<file path="src/rtl/l0_readout_queue_pkg.sv">
`default_nettype none
// =====================================================================
// l0_readout_queue_pkg : shared L0ID width, defaults and FSM encoding
// Revision: 1.0
// =====================================================================
`ifndef RO_ADDR_WIDTH
`define RO_ADDR_WIDTH 8
`endif

package l0_readout_queue_pkg;

  localparam int RO_ADDR_WIDTH = `RO_ADDR_WIDTH;
  localparam int L0Q_DEPTH     = 8;
  localparam int L0Q_MIN_GAP   = 4;
  localparam int GAP_CNT_W     = 4;

  typedef enum logic [1:0] {
    ST_IDLE      = 2'd0,
    ST_STROBE    = 2'd1,
    ST_WAIT_DONE = 2'd2,
    ST_GAP       = 2'd3
  } l0q_state_e;

  function automatic logic [GAP_CNT_W-1:0] gap_inc(input logic [GAP_CNT_W-1:0] v);
    return (v == '1) ? v : v + 1'b1;
  endfunction

endpackage

`default_nettype wire

</file>
<file path="src/rtl/l0_tag_fifo.sv">
`default_nettype none
// =====================================================================
// l0_tag_fifo : synchronous tag FIFO with flush, count/full/empty
// Revision: 1.0
// =====================================================================
module l0_tag_fifo #(
  parameter  int WIDTH = 8,
  parameter  int DEPTH = 8,
  localparam int AW    = $clog2(DEPTH)
) (
  input  logic             clk,
  input  logic             rst_n,
  input  logic             flush,
  input  logic             push,
  input  logic [WIDTH-1:0] push_data,
  input  logic             pop,
  output logic [WIDTH-1:0] head,
  output logic [AW:0]      count,
  output logic             full,
  output logic             empty
);

  localparam logic [AW:0] FULL_CNT = (AW+1)'(DEPTH);

  logic [WIDTH-1:0] mem_q [DEPTH];
  logic [WIDTH-1:0] mem_d [DEPTH];
  logic [AW-1:0]    wr_ptr_q, wr_ptr_d;
  logic [AW-1:0]    rd_ptr_q, rd_ptr_d;
  logic [AW:0]      count_q, count_d;
  logic             wr_en, rd_en;

  assign full  = (count_q == FULL_CNT);
  assign empty = (count_q == '0);
  assign count = count_q;
  assign head  = mem_q[rd_ptr_q];

  // A push into a full FIFO is still accepted when the head leaves this cycle.
  assign rd_en = pop && !empty;
  assign wr_en = push && (!full || rd_en);

  always_comb begin
    mem_d    = mem_q;
    wr_ptr_d = wr_ptr_q;
    rd_ptr_d = rd_ptr_q;
    count_d  = count_q;
    if (flush) begin
      wr_ptr_d = '0;
      rd_ptr_d = '0;
      count_d  = '0;
    end else begin
      if (wr_en) begin
        mem_d[wr_ptr_q] = push_data;
        wr_ptr_d        = wr_ptr_q + 1'b1;
      end
      if (rd_en) begin
        rd_ptr_d = rd_ptr_q + 1'b1;
      end
      case ({wr_en, rd_en})
        2'b10:   count_d = count_q + 1'b1;
        2'b01:   count_d = count_q - 1'b1;
        default: count_d = count_q;
      endcase
    end
  end

  always_ff @(posedge clk or negedge rst_n) begin
    if (!rst_n) begin
      wr_ptr_q <= '0;
      rd_ptr_q <= '0;
      count_q  <= '0;
    end else begin
      wr_ptr_q <= wr_ptr_d;
      rd_ptr_q <= rd_ptr_d;
      count_q  <= count_d;
    end
  end

  always_ff @(posedge clk) begin
    mem_q <= mem_d;
  end

endmodule

`default_nettype wire

</file>
<file path="src/rtl/l0_readout_queue.sv">
`default_nettype none
// =====================================================================
// l0_readout_queue : L0ID tagging, trigger queue and paced ROReadStrob
// Optional build macro L0Q_DROP_COUNTER_EN adds the DropCount output.
// Revision: 1.0
// =====================================================================
module l0_readout_queue
  import l0_readout_queue_pkg::*;
#(
  parameter  int DEPTH   = L0Q_DEPTH,
  parameter  int MIN_GAP = L0Q_MIN_GAP,
  localparam int CW      = $clog2(DEPTH) + 1
) (
  input  logic                     CLK,
  input  logic                     ResetB,
  input  logic                     L0A,
  input  logic                     L0IDReset,
  input  logic                     L0IDPreset,
  input  logic [RO_ADDR_WIDTH-1:0] PreL0ID,
  input  logic                     ReadoutBusy,
  input  logic                     ReadoutDone,
  output logic                     ROReadStrob,
  output logic [RO_ADDR_WIDTH-1:0] ReqL0ID,
  output logic [CW-1:0]            QueueCount,
  output logic                     QueueFull,
  output logic                     Overflow
`ifdef L0Q_DROP_COUNTER_EN
  ,
  output logic [7:0]               DropCount
`endif
);

  l0q_state_e               state_q, state_d;
  logic [RO_ADDR_WIDTH-1:0] l0id_q, l0id_d;
  logic [RO_ADDR_WIDTH-1:0] req_id_q, req_id_d;
  logic [GAP_CNT_W-1:0]     gap_q, gap_d;
  logic                     strobe_q, strobe_d;
  logic                     ovf_q, ovf_d;

  logic                     fifo_push, fifo_pop, fifo_full, fifo_empty;
  logic [RO_ADDR_WIDTH-1:0] fifo_head, next_id;
  logic                     drop, gap_elapsed;

  assign next_id   = l0id_q + 1'b1;
  assign fifo_push = L0A && !L0IDReset;
  assign fifo_pop  = (state_q == ST_STROBE);
  assign drop      = fifo_push && fifo_full && !fifo_pop;

  // gap_q counts cycles since the last strobe; IDLE->STROBE adds one more
  // cycle, so leaving GAP two short of MIN_GAP lands the next strobe on time.
  assign gap_elapsed = (int'(gap_q) + 2) >= MIN_GAP;

  l0_tag_fifo #(
    .WIDTH (RO_ADDR_WIDTH),
    .DEPTH (DEPTH)
  ) u_fifo (
    .clk       (CLK),
    .rst_n     (ResetB),
    .flush     (L0IDReset),
    .push      (fifo_push),
    .push_data (next_id),
    .pop       (fifo_pop),
    .head      (fifo_head),
    .count     (QueueCount),
    .full      (fifo_full),
    .empty     (fifo_empty)
  );

  always_comb begin
    l0id_d = l0id_q;
    ovf_d  = ovf_q;
    if (L0IDReset) begin
      l0id_d = L0IDPreset ? PreL0ID : '1;
      ovf_d  = 1'b0;
    end else if (L0A) begin
      l0id_d = next_id;
      if (drop) ovf_d = 1'b1;
    end
  end

  always_comb begin
    state_d = state_q;
    case (state_q)
      ST_IDLE:      if (!fifo_empty && !ReadoutBusy) state_d = ST_STROBE;
      ST_STROBE:    state_d = ST_WAIT_DONE;
      ST_WAIT_DONE: if (ReadoutDone) state_d = ST_GAP;
      ST_GAP:       if (gap_elapsed) state_d = ST_IDLE;
      default:      state_d = ST_IDLE;
    endcase
    if (L0IDReset) state_d = ST_IDLE;

    strobe_d = (state_d == ST_STROBE);
    req_id_d = strobe_d ? fifo_head : req_id_q;
    gap_d    = strobe_d ? '0 : gap_inc(gap_q);
  end

  always_ff @(posedge CLK or negedge ResetB) begin
    if (!ResetB) begin
      state_q  <= ST_IDLE;
      l0id_q   <= '1;
      req_id_q <= '0;
      gap_q    <= '0;
      strobe_q <= 1'b0;
      ovf_q    <= 1'b0;
    end else begin
      state_q  <= state_d;
      l0id_q   <= l0id_d;
      req_id_q <= req_id_d;
      gap_q    <= gap_d;
      strobe_q <= strobe_d;
      ovf_q    <= ovf_d;
    end
  end

  assign ROReadStrob = strobe_q;
  assign ReqL0ID     = req_id_q;
  assign QueueFull   = fifo_full;
  assign Overflow    = ovf_q;

`ifdef L0Q_DROP_COUNTER_EN
  logic [7:0] drop_cnt_q, drop_cnt_d;

  always_comb begin
    drop_cnt_d = drop_cnt_q;
    if (L0IDReset) begin
      drop_cnt_d = '0;
    end else if (drop && (drop_cnt_q != 8'hFF)) begin
      drop_cnt_d = drop_cnt_q + 1'b1;
    end
  end

  always_ff @(posedge CLK or negedge ResetB) begin
    if (!ResetB) drop_cnt_q <= '0;
    else         drop_cnt_q <= drop_cnt_d;
  end

  assign DropCount = drop_cnt_q;
`endif

endmodule

`default_nettype wire

</file>
<file path="config.mk">
export PLATFORM = sky130hd
export DESIGN_NAME = l0_readout_queue
export DESIGN_NICKNAME = d
export VERILOG_FILES = /design/src/rtl/l0_readout_queue_pkg.sv /design/src/rtl/l0_tag_fifo.sv /design/src/rtl/l0_readout_queue.sv
export SDC_FILE = /design/constraint.sdc
export NUM_CORES = 1
export LEC_CHECK = 0
export ABC_AREA = 1
export BUFFER_PORTS_ARGS = -buffer_cell sky130_fd_sc_hd__buf_2
export CORE_MARGIN = 2
export CORE_UTILIZATION = 30
export CTS_BUF_LIST = sky130_fd_sc_hd__clkbuf_16
export DETAILED_ROUTE_END_ITERATION = 8
export GPL_ROUTABILITY_DRIVEN = 0
export GPL_TIMING_DRIVEN = 1
export PLACE_DENSITY = 0.49
export SLEW_MARGIN = 15
export SYNTH_ARGS = -nofsm -noshare
export SYNTH_HDL_FRONTEND = slang
export SYNTH_SLANG_ARGS = --single-unit
</file>
<file path="constraint.sdc">
create_clock -name CLK -period 3.5 [get_ports CLK]
set_input_delay 0.35 -clock CLK [delete_from_list [all_inputs] [get_ports CLK]]
set_output_delay 0.35 -clock CLK [all_outputs]
set_load 0.005 [all_outputs]
</file>
==> results.yml, run 1 <==
clock_network:
  cts_sinks: 98
  ctsLongestPathBuffers: 2
  cts-root-buf: "clkbuf_16"
  holdBufCountCts: 0
  path_clk_slew_ps: 70
  tritoncts: "yes"
  htree_levels: 3
  clock_latency_ps: 350
  numCtsBuffers: 9
  post_cts_buffers: 0
  cts-resized-gates: 0
logic_synthesis:
  ys_ff_latch: 98
  synthesis.area_sq_um: 4670
  mappedNetlistNets: 539
  synth_edf_count: 64
  async_flop_share_pct: 34.7
  ys_seq_area_share_pct: 59.5
  ys.flop_type: "edfxtp_1"
  yosysWarnings: 0
  synthCells: 515
  ys_types: 30
  avgSynthCellArea_sq_um: 9.08
sta:
  min_period_over_period_pct: 64.2
  worst_pin_slew_ps: 1080
  fin_skew_ps: 8.38
  hold_viol_final: 0
  setup_viol_count_final: 0
  finalSetupTns_ps: 0
  slew_headroom_pct: 27.9
  holdWs_ps: 79.8
  timing.fmax_mhz: 445
  fin_crit_ps: 2250
  rsz0062_at_grt: "no"
  slew_viol_final: 0
critical_path:
  critPathKind: "input port to flop"
  end_kind: "flop"
  cp_slowest_cell: "nor2_1"
  cp-start-kind: "input port"
  critPathArrivalTime_ps: 2220
  cp_cell_sequence: "buf_2 > inv_2 > nand2_1 > inv_2 > nand2_2 > inv_1 > nand2_1 > nor2_1"
  critPathRequiredTime_ps: 3480
  cpPeakStageDelay_ps: 550
  cp_max_fo: 21
power:
  p_total_mw: 3.12
  p_leak_nw: 2.54
  power_density_nw_per_um2: 588
  switching_share_pct: 30.7
  vdd_drop_max_uv: 231
  p_sw_mw: 0.959
  p_int_mw: 2.17
  power_frac_comb_pct: 22.3
  seqPwrFrac_pct: 47.1
  pwr-share-clk_pct: 30.6
cells_and_area:
  final_cell_mix: "191 x nand2_1, 76 x inv_1, 64 x edfxtp_1, 49 x nand3_1, 29 x buf_2"
  regArea_sq_um: 2780
  utilization_pct: 35.0
  nets: 571
  area_delta_synth_final_pct: 13.7
  final_common_cell: "nand2_1"
  drive_gt1_share_pct: 12.9
  multi_input_area_sq_um: 1500
  n_fill_cell: 1592
  antennaDiodeCount: 0
routing:
  drtAntennaViolNets: 0
  met3_length_um: 286
  wl_met1_um: 5340
  first_iter_violations: 231
  met2_length_um: 4820
  routedWlPerCell_um: 14.5
  postRouteWirelength_um: 10700
  dr.max_layer_used: "met4"
  vias: 3334
  drtPass1Iterations: 4
  avgViaCountPerCell: 4.51
  drc: 0
placement:
  portBuffers: 29
  post-dp-hpwl_um: 7420
global_route:
  overflow: 0
  grt_max_degree: 35
  grt_pass1_vias: 3292
  track_usage_pct: 14.0
  antenna_found_initial: 0
  grt_pass1_wl_um: 17400
floorplanning:
  dieArea_sq_um: 16600
  fp.dieH_um: 129
  ioPinCount: 30
  fp.coreArea_sq_um: 15200
  initial_core_util_pct: 30.7
  die_width_um: 129
  rows: 45
min_path:
  min_path_type: "input port to asynchronous set/reset pin"
outcome:
  status: "finished clean"
run:
  drv_cap: 0
==> through the flow <==
stage / std cells / cell area [sq um] / setup WS, ps
detailed placement: 724 / 5030 / 908
CTS: 740 / 5310 / 1270
global route: 740 / 5310 / 1010
global placement: 724 / 5030 / 982
floorplan: 515 / 4670 / 1630
finish: 740 / 5310 / 1250
==> registers in the layout (all words and copies together) (netlist names) <==
name	cells
Overflow	1
ROReadStrob	1
l0id_q	8
u_fifo.count	4
state_q	2
gap_q	4
ReqL0ID	8
u_fifo.wr_ptr_q	3
u_fifo.mem_q	64
u_fifo.rd_ptr_q	3
==> per-layer routing <==
| metal | global-route usage, % | vias up |
|---|---|---|
| li1 | - | 1711 |
| met1 | 19.4 | 1553 |
| met2 | 21.3 | 52 |
| met3 | 2.49 | 18 |
| met4 | 6.52 | 0 |
| met5 | 0 | - |
==> path summary, 6_finish.rpt <==
check,from,endpoint,slack [ps],depth (start not counted)
worst max-delay path,L0IDReset,u_fifo.mem_q[8]$_DFFE_PP_,1250,8
worst min-delay path,ResetB,gap_q[3]$_DFFE_PN0P_,80,1
worst max register to register,l0id_q[0]$_DFFE_PN1P_,u_fifo.mem_q[46]$_DFFE_PP_,1340,4
worst min register to register,ReqL0ID[5]$_DFFE_PN0N_,ReqL0ID[5]$_DFFE_PN0N_,470,2
max in group asynchronous,ResetB,u_fifo.wr_ptr_q[2]$_DFFE_PN0P_,2920,1
min in group CLK,PreL0ID[3],l0id_q[3]$_DFFE_PN1P_,270,3
==> critical path, delay by kind of cell <==
| family | cells | cell delay [ps] |
|---|---|---|
| and+or+nand+nor | 4 | 1050 |
| buffers and inverters | 4 | 810 |
==> final cells by class <==
cell class	instances	area share (%)
sequential	98	52.4
tap	188	4.43
multi-input combinational	319	28.2
timing repair buffer	36	3.72
inverter	83	5.86
clock inverter	7	1.15
clock buffer	9	4.24
==> synth_stat cells, types with 5 or more instances <==
master / n / share of area (%)
nand2_1: 191 / 15
inv_1: 75 / 6.0
edfxtp_1: 64 / 41
nand3_1: 49 / 5.2
dfrtp_1: 26 / 14
o21ai_0: 17 / 1.8
nor2_1: 12 / 0.96
buf_2: 10 / 1.1
nand4_1: 10 / 1.3
dfstp_2: 8 / 4.5
ha_1: 8 / 2.1
a21oi_1: 6 / 0.64
xor2_1: 6 / 1.1
inv_2: 5 / 0.40
nor3_1: 5 / 0.54
==> logic make-up (layout without fill, tap and decap cells) <==
family / Yosys count / after routing / share of synthesized area (%)
AND/OR/NAND/NOR: 275 / 275 / 24.9
flip-flops: 98 / 98 / 59.5
buffers and inverters: 98 / 135 / 8.38
XOR/XNOR: 9 / 9 / 1.69
AO/OA/AOI/OAI: 26 / 26 / 2.97
adder cells (fa/ha/maj): 9 / 9 / 2.57
==> power groups by stage <==
stage | Combinational (mW) | Sequential, mW | Clock, mW
4_1_cts | 0.710 | 1.47 | 0.992
6_report | 0.696 | 1.47 | 0.957
3_3_place_gp | 0.700 | 1.49 | 0
5_1_grt | 0.808 | 1.49 | 1.03
2_1_floorplan | 0.465 | 1.48 | 0
3_5_place_dp | 0.706 | 1.49 | 0
(Power assumes the default switching activity.)
==> run 2: changes to the inputs <==
--- a/config.mk
+++ b/config.mk
@@ -5,7 +5,7 @@
 export SDC_FILE = /design/constraint.sdc
 export NUM_CORES = 1
 export LEC_CHECK = 0
-export ABC_AREA = 1
+export ABC_AREA = 0
 export BUFFER_PORTS_ARGS = -buffer_cell sky130_fd_sc_hd__buf_2
 export CORE_MARGIN = 2
 export CORE_UTILIZATION = 30
==> constraint.sdc (replaced) <==
create_clock -name CLK -period 2.1 [get_ports CLK]
set_input_delay 0.21 -clock CLK [delete_from_list [all_inputs] [get_ports CLK]]
set_output_delay 0.21 -clock CLK [all_outputs]
set_load 0.005 [all_outputs]
==> results.yml, run 2 <==
routing:
  drtPass1Iterations: 5
  avgViaCountPerCell: 4.83
  drc: 0
  postRouteWirelength_um: 9080
  routedWlPerCell_um: 16.1
  drtAntennaViolNets: 0
  first_iter_violations: 149
  vias: 2721
sta:
  fin_skew_ps: 8.40
  hold_viol_final: 0
  setup_viol_count_final: 0
  rsz0062_at_grt: "yes"
  fin_crit_ps: 2080
  timing.fmax_mhz: 480
  slew_headroom_pct: 54.8
  min_period_over_period_pct: 99.1
  worst_pin_slew_ps: 678
  finalWorstSetupSlack_ps: 18.4
  slew_viol_final: 0
global_route:
  grt_pass1_wl_um: 14800
  grt_max_degree: 28
  antenna_found_initial: 0
  track_usage_pct: 12.1
  grt_pass1_vias: 2742
  overflow: 0
run:
  drv_cap: 0
floorplanning:
  fp.coreArea_sq_um: 14500
  fp.dieH_um: 126
  dieArea_sq_um: 15800
  initial_core_util_pct: 30.6
  rows: 44
  ioPinCount: 30
  die_width_um: 126
critical_path:
  cp.buffers_inverters: 0
  path_delay_family: "simple AND/OR/NAND/NOR gates"
  critPathArrivalTime_ps: 2350
  rr_worst_depth: 7
  cp_slowest_cell: "or4_4"
  end_kind: "flop"
  cp_max_fo: 3
  cp-start-kind: "flop"
  rrSetupSlack_ps: 20
  critPathRequiredTime_ps: 2370
  cpPeakStageDelay_ps: 420
  cp_cell_sequence: "nor4_4 > a211oi_2 > ha_1 > a21oi_2 > nand2_1 > or4_4 > a41oi_2"
  r2r-start: "u_fifo.count[3]$_DFFE_PN0P_"
  timing.rr.end: "u_fifo.count[3]$_DFFE_PN0P_"
  critPathKind: "flop to flop"
power:
  vdd_drop_max_uv: 396
  p_leak_nw: 2.01
  p_total_mw: 6.07
  power_density_nw_per_um2: 1140
logic_synthesis:
  yosys.area.top_type: "edfxtp_1"
  netlist.area_leader.share_pct: 43.2
  ys_types: 59
  synth_most_common_cell: "edfxtp_1"
  ys.flop_type: "edfxtp_1"
  ys_seq_area_share_pct: 62.5
  mappedNetlistNets: 338
  yosys-top-cells-count: "64 x edfxtp_1, 30 x nor2_1, 26 x dfrtp_1"
  synthesis.area_sq_um: 4450
  async_flop_share_pct: 34.7
  avgSynthCellArea_sq_um: 14.2
  ys_ff_latch: 98
  synthCells: 314
  yosysWarnings: 0
  synth_edf_count: 64
  synth_area_leaders: "edfxtp_1 43%, dfrtp_1 15%, mux4_2 8.1%, dfstp_2 4.7%, mux2i_1 2.7%"
placement:
  post-dp-hpwl_um: 6130
  pre_cts_slack_ps: -42.7
  portBuffers: 29
clock_network:
  path_clk_slew_ps: 60
  ctsLongestPathBuffers: 2
  cts-root-buf: "clkbuf_16"
  tritoncts: "yes"
  numCtsBuffers: 9
  htree_levels: 3
  clock_latency_ps: 350
  cts_sinks: 98
outcome:
  status: "finished clean"
cells_and_area:
  drive_gt1_share_pct: 31.1
  final_common_cell: "edfxtp_1"
  top_register: "u_fifo.mem_q"
  largest_reg_flops: 64
  area_delta_synth_final_pct: 19.7
  nets: 398
  final_cell_mix: "64 x edfxtp_1, 34 x buf_4, 30 x nor2_1, 29 x buf_2, 25 x dfrtp_1"
  antennaDiodeCount: 0
min_path:
  min_to: "l0id_q[1]$_DFFE_PN1P_"
  holdPathStages: 3
  min_path_type: "input port to flop"
  hp-start: "PreL0ID[1]"
-- run 2: changes by cell type in the layout (fill, tap and decap cells not counted), sizes merged, moves of 12 or more --
cell / previous run / this run
nand2: 195 / 24
inv: 81 / 9
nor2: 13 / 30
nand3: 50 / 6
mux2i: 0 / 12
mux4: 0 / 16
buf: 36 / 63
-- run 2: metal layers --
layer | wire (um) | GRT usage (%)
met1 | 4320 | 16.3
met2 | 4330 | 19.3
met3 | 257 | 2.17
met4 | 178 | 5.49
met5 | 0 | 0
-- run 2: what timing repair did --
action	4_1_cts	5_1_grt
gates resized for setup	2	1
endpoints found under the setup margin	2	2
hold buffers	1	0
setup buffers	1	0
pin swaps	6	0
hold endpoints to repair	26	0
-- run 2: worst register-to-register path, stage by stage, from the launching register on --
cell      delay (ps)
dfrtp_1          410
nor4_4           330
a211oi_2          90
ha_1             340
a21oi_2          170
nand2_1           90
or4_4            420
a41oi_2          160
-- run 2: worst max path at each step --
stage                                      from                          end  slack, ps  cells after the start
global route        u_fifo.count[3]$_DFFE_PN0P_  u_fifo.count[3]$_DFFE_PN0P_        -90                      7
floorplan           u_fifo.count[1]$_DFFE_PN0P_  u_fifo.count[3]$_DFFE_PN0P_       -110                      7
detailed placement  u_fifo.count[1]$_DFFE_PN0P_  u_fifo.count[3]$_DFFE_PN0P_        -40                      7
global placement    u_fifo.count[1]$_DFFE_PN0P_  u_fifo.count[3]$_DFFE_PN0P_          8                      7
finish              u_fifo.count[3]$_DFFE_PN0P_  u_fifo.count[3]$_DFFE_PN0P_         20                      7
CTS                 u_fifo.count[3]$_DFFE_PN0P_  u_fifo.count[3]$_DFFE_PN0P_         10                      7
-- run 2: cell type report --
cell class,instances,area [sq um]
Clock buffer,9,225
Clock inverter,7,67.6
Fill cell,1441,9210
Inverter,5,18.8
Multi-Input combinational cell,196,1590
Sequential cell,98,2780
Tap cell,184,230
Timing Repair Buffer,64,410
-- run 2: logic make-up (layout without fill, tap and decap cells) --
kind of cell | after synthesis | in the layout | share of synthesized area, %
simple gates | 92 | 92 | 10.8
mux | 29 | 29 | 11.1
buf+inv | 20 | 85 | 2.31
compound gates | 48 | 48 | 7.09
flops | 98 | 98 | 62.5
fa+ha+maj | 9 | 9 | 2.70
xor+xnor | 18 | 18 | 3.54
-- run 2: report_power, final --
group          internal, mW  switching (mW)
registers              2.43           0.187
clock network         0.921           0.709
logic                 0.865           0.959
-- run 2: per-stage QoR --
stage	instance area [sq um]	hold WS [ps]	TNS (ps)	instances	utilization, %
floorplan	4460	-85.6	-106	314	-
global placement	5000	302	0	545	34.4
detailed placement	5000	304	-42.7	545	34.4
CTS	5320	81.5	0	563	36.6
global route	5330	104	-130	563	36.7
finish	5330	93.2	0	563	36.7
==> run 3: changes to the inputs <==
--- a/config.mk
+++ b/config.mk
@@ -11,7 +11,6 @@
 export CORE_UTILIZATION = 30
 export CTS_BUF_LIST = sky130_fd_sc_hd__clkbuf_16
 export DETAILED_ROUTE_END_ITERATION = 8
-export GPL_ROUTABILITY_DRIVEN = 0
 export GPL_TIMING_DRIVEN = 1
 export PLACE_DENSITY = 0.49
 export SLEW_MARGIN = 15
==> constraint.sdc (replaced) <==
create_clock -name CLK -period 2.1 [get_ports CLK]
set_input_delay 0 -clock CLK [delete_from_list [all_inputs] [get_ports CLK]]
set_output_delay 0 -clock CLK [all_outputs]
set_load 0.005 [all_outputs]
==> results.yml, run 3 (synthesis gave the netlist of run 2 again) <==
cells_and_area:
  top_register: "u_fifo.mem_q"
  area_delta_synth_final_pct: 21.3
  nets: 406
  antennaDiodeCount: 0
  final_cells: 571
  utilization_pct: 37.1
  final_cell_mix: "64 x edfxtp_1, 33 x buf_4, 30 x nor2_1, 29 x buf_2, 25 x dfrtp_1"
  largest_reg_flops: 64
  final_common_cell: "edfxtp_1"
  drive_gt1_share_pct: 31.0
clock_network:
  clock_latency_ps: 340
  ctsLongestPathBuffers: 2
  tritoncts: "yes"
  cts-root-buf: "clkbuf_16"
  htree_levels: 3
  cts_sinks: 98
  numCtsBuffers: 9
  path_clk_slew_ps: 70
floorplanning:
  rows: 44
  initial_core_util_pct: 30.6
  dieArea_sq_um: 15800
  ioPinCount: 30
  fp.dieH_um: 126
  die_width_um: 126
  fp.coreArea_sq_um: 14500
critical_path:
  cp_max_fo: 3
  critPathKind: "flop to flop"
  end_kind: "flop"
  rrSetupSlack_ps: -20
  cp-start-kind: "flop"
  critPathRequiredTime_ps: 2370
  critPathArrivalTime_ps: 2390
global_route:
  grt_pass1_vias: 2776
  grt_pass1_wl_um: 15200
  grt_max_degree: 35
  antenna_found_initial: 0
  track_usage_pct: 12.6
  overflow: 0
placement:
  post-dp-hpwl_um: 6400
  pre_cts_slack_ps: -41.9
  dp.cells: 544
  portBuffers: 29
  place.gp.congestion: 0.811
min_path:
  min_path_type: "input port to flop"
outcome:
  violations: "negative setup slack"
  status: "complete, but fails checks"
sta:
  slew_headroom_pct: 44.5
  hold_viol_final: 0
  fin_skew_ps: 6.25
  setup_viol_count_final: 1
  rsz0062_at_grt: "yes"
  finalWorstSetupSlack_ps: -23.3
  fin_crit_ps: 2120
  slew_viol_final: 0
  timing.fmax_mhz: 471
  worst_pin_slew_ps: 832
  min_period_over_period_pct: 101
routing:
  first_iter_violations: 169
  postRouteWirelength_um: 9340
  drtPass1Iterations: 4
  vias: 2721
  drtAntennaViolNets: 0
  drc: 0
  avgViaCountPerCell: 4.77
  routedWlPerCell_um: 16.4
power:
  power_density_nw_per_um2: 1120
  p_leak_nw: 2.03
  vdd_drop_max_uv: 440
run:
  drv_cap: 0
## run 3: cell count changes in the layout (fill, tap and decap cells not counted)
cell | previous run | this run
buf_4 | 34 | 33
clkinvlp_4 | 0 | 1
inv_1 | 6 | 4
nand3_1 | 6 | 5
clkinv_2 | 0 | 1
dlygate4sd3_1 | 1 | 10
nand3_2 | 0 | 1
bufinv_16 | 1 | 0
inv_6 | 2 | 3
## run 3: final timing paths
check	start	endpoint	cells past startpoint
max in group asynchronous	ResetB	u_fifo.count[1]$_DFFE_PN0P_	2
setup reg to reg	u_fifo.count[1]$_DFFE_PN0P_	u_fifo.count[3]$_DFFE_PN0P_	7
min in group asynchronous	ResetB	u_fifo.count[0]$_DFFE_PN0P_	2
hold reg to reg	ReqL0ID[1]$_DFFE_PN0N_	ReqL0ID[1]$_DFFE_PN0N_	2
setup / recovery	u_fifo.count[1]$_DFFE_PN0P_	u_fifo.count[3]$_DFFE_PN0P_	7
hold / removal	L0IDPreset	l0id_q[6]$_DFFE_PN1P_	3
## run 3: report_power, final
part,switching (mW),leakage (nW),internal [mW]
Sequential,0.186,0.993,2.43
Clock,0.742,0.134,0.812
Combinational,0.996,0.902,0.882
## run 3: worst max-delay path, stage by stage, from the launching register on
cell	delay, ps
dfrtp_2	420
nor4_4	310
a211oi_2	90
ha_1	370
a21oi_2	160
nand2_1	90
or4_4	430
a41oi_2	170
## run 3: routing by layer
metal  GRT usage (%)  part of all wire (%)
met4            5.24                   2.0
met3            1.95                   3.1
met2            20.4                    48
met1            16.9                    47
met5               0                     0
## run 3: through the flow
stage                     instance area [sq um]  hold WS, ps  TNS, ps  power (mW)
after floorplan                            4460         -296     -106        3.82
after global placement                     4990          157        0        4.42
after detailed placement                   4990          162    -41.9        4.47
after CTS                                  5380         10.1    -4.73        6.09
after global routing                       5400         36.5     -196        6.43
final                                      5400         6.57    -23.3        6.05
## run 3: layout make-up
| cell class | count | area, sq um |
|---|---|---|
| Clock buffer | 9 | 225 |
| Timing Repair Buffer | 72 | 493 |
| Inverter | 5 | 18.8 |
| Clock inverter | 7 | 51.3 |
| Tap cell | 184 | 230 |
| Sequential cell | 98 | 2780 |
| Fill cell | 1409 | 9140 |
| Multi-Input combinational cell | 196 | 1600 |
## run 3: timing repair
item | CTS | global route
setup endpoints to repair | 1 | 2
setup buffers | 1 | 0
hold buffers | 10 | 0
endpoints found under the hold margin | 35 | 0
resized for setup | 1 | 3
pin swaps | 4 | 2
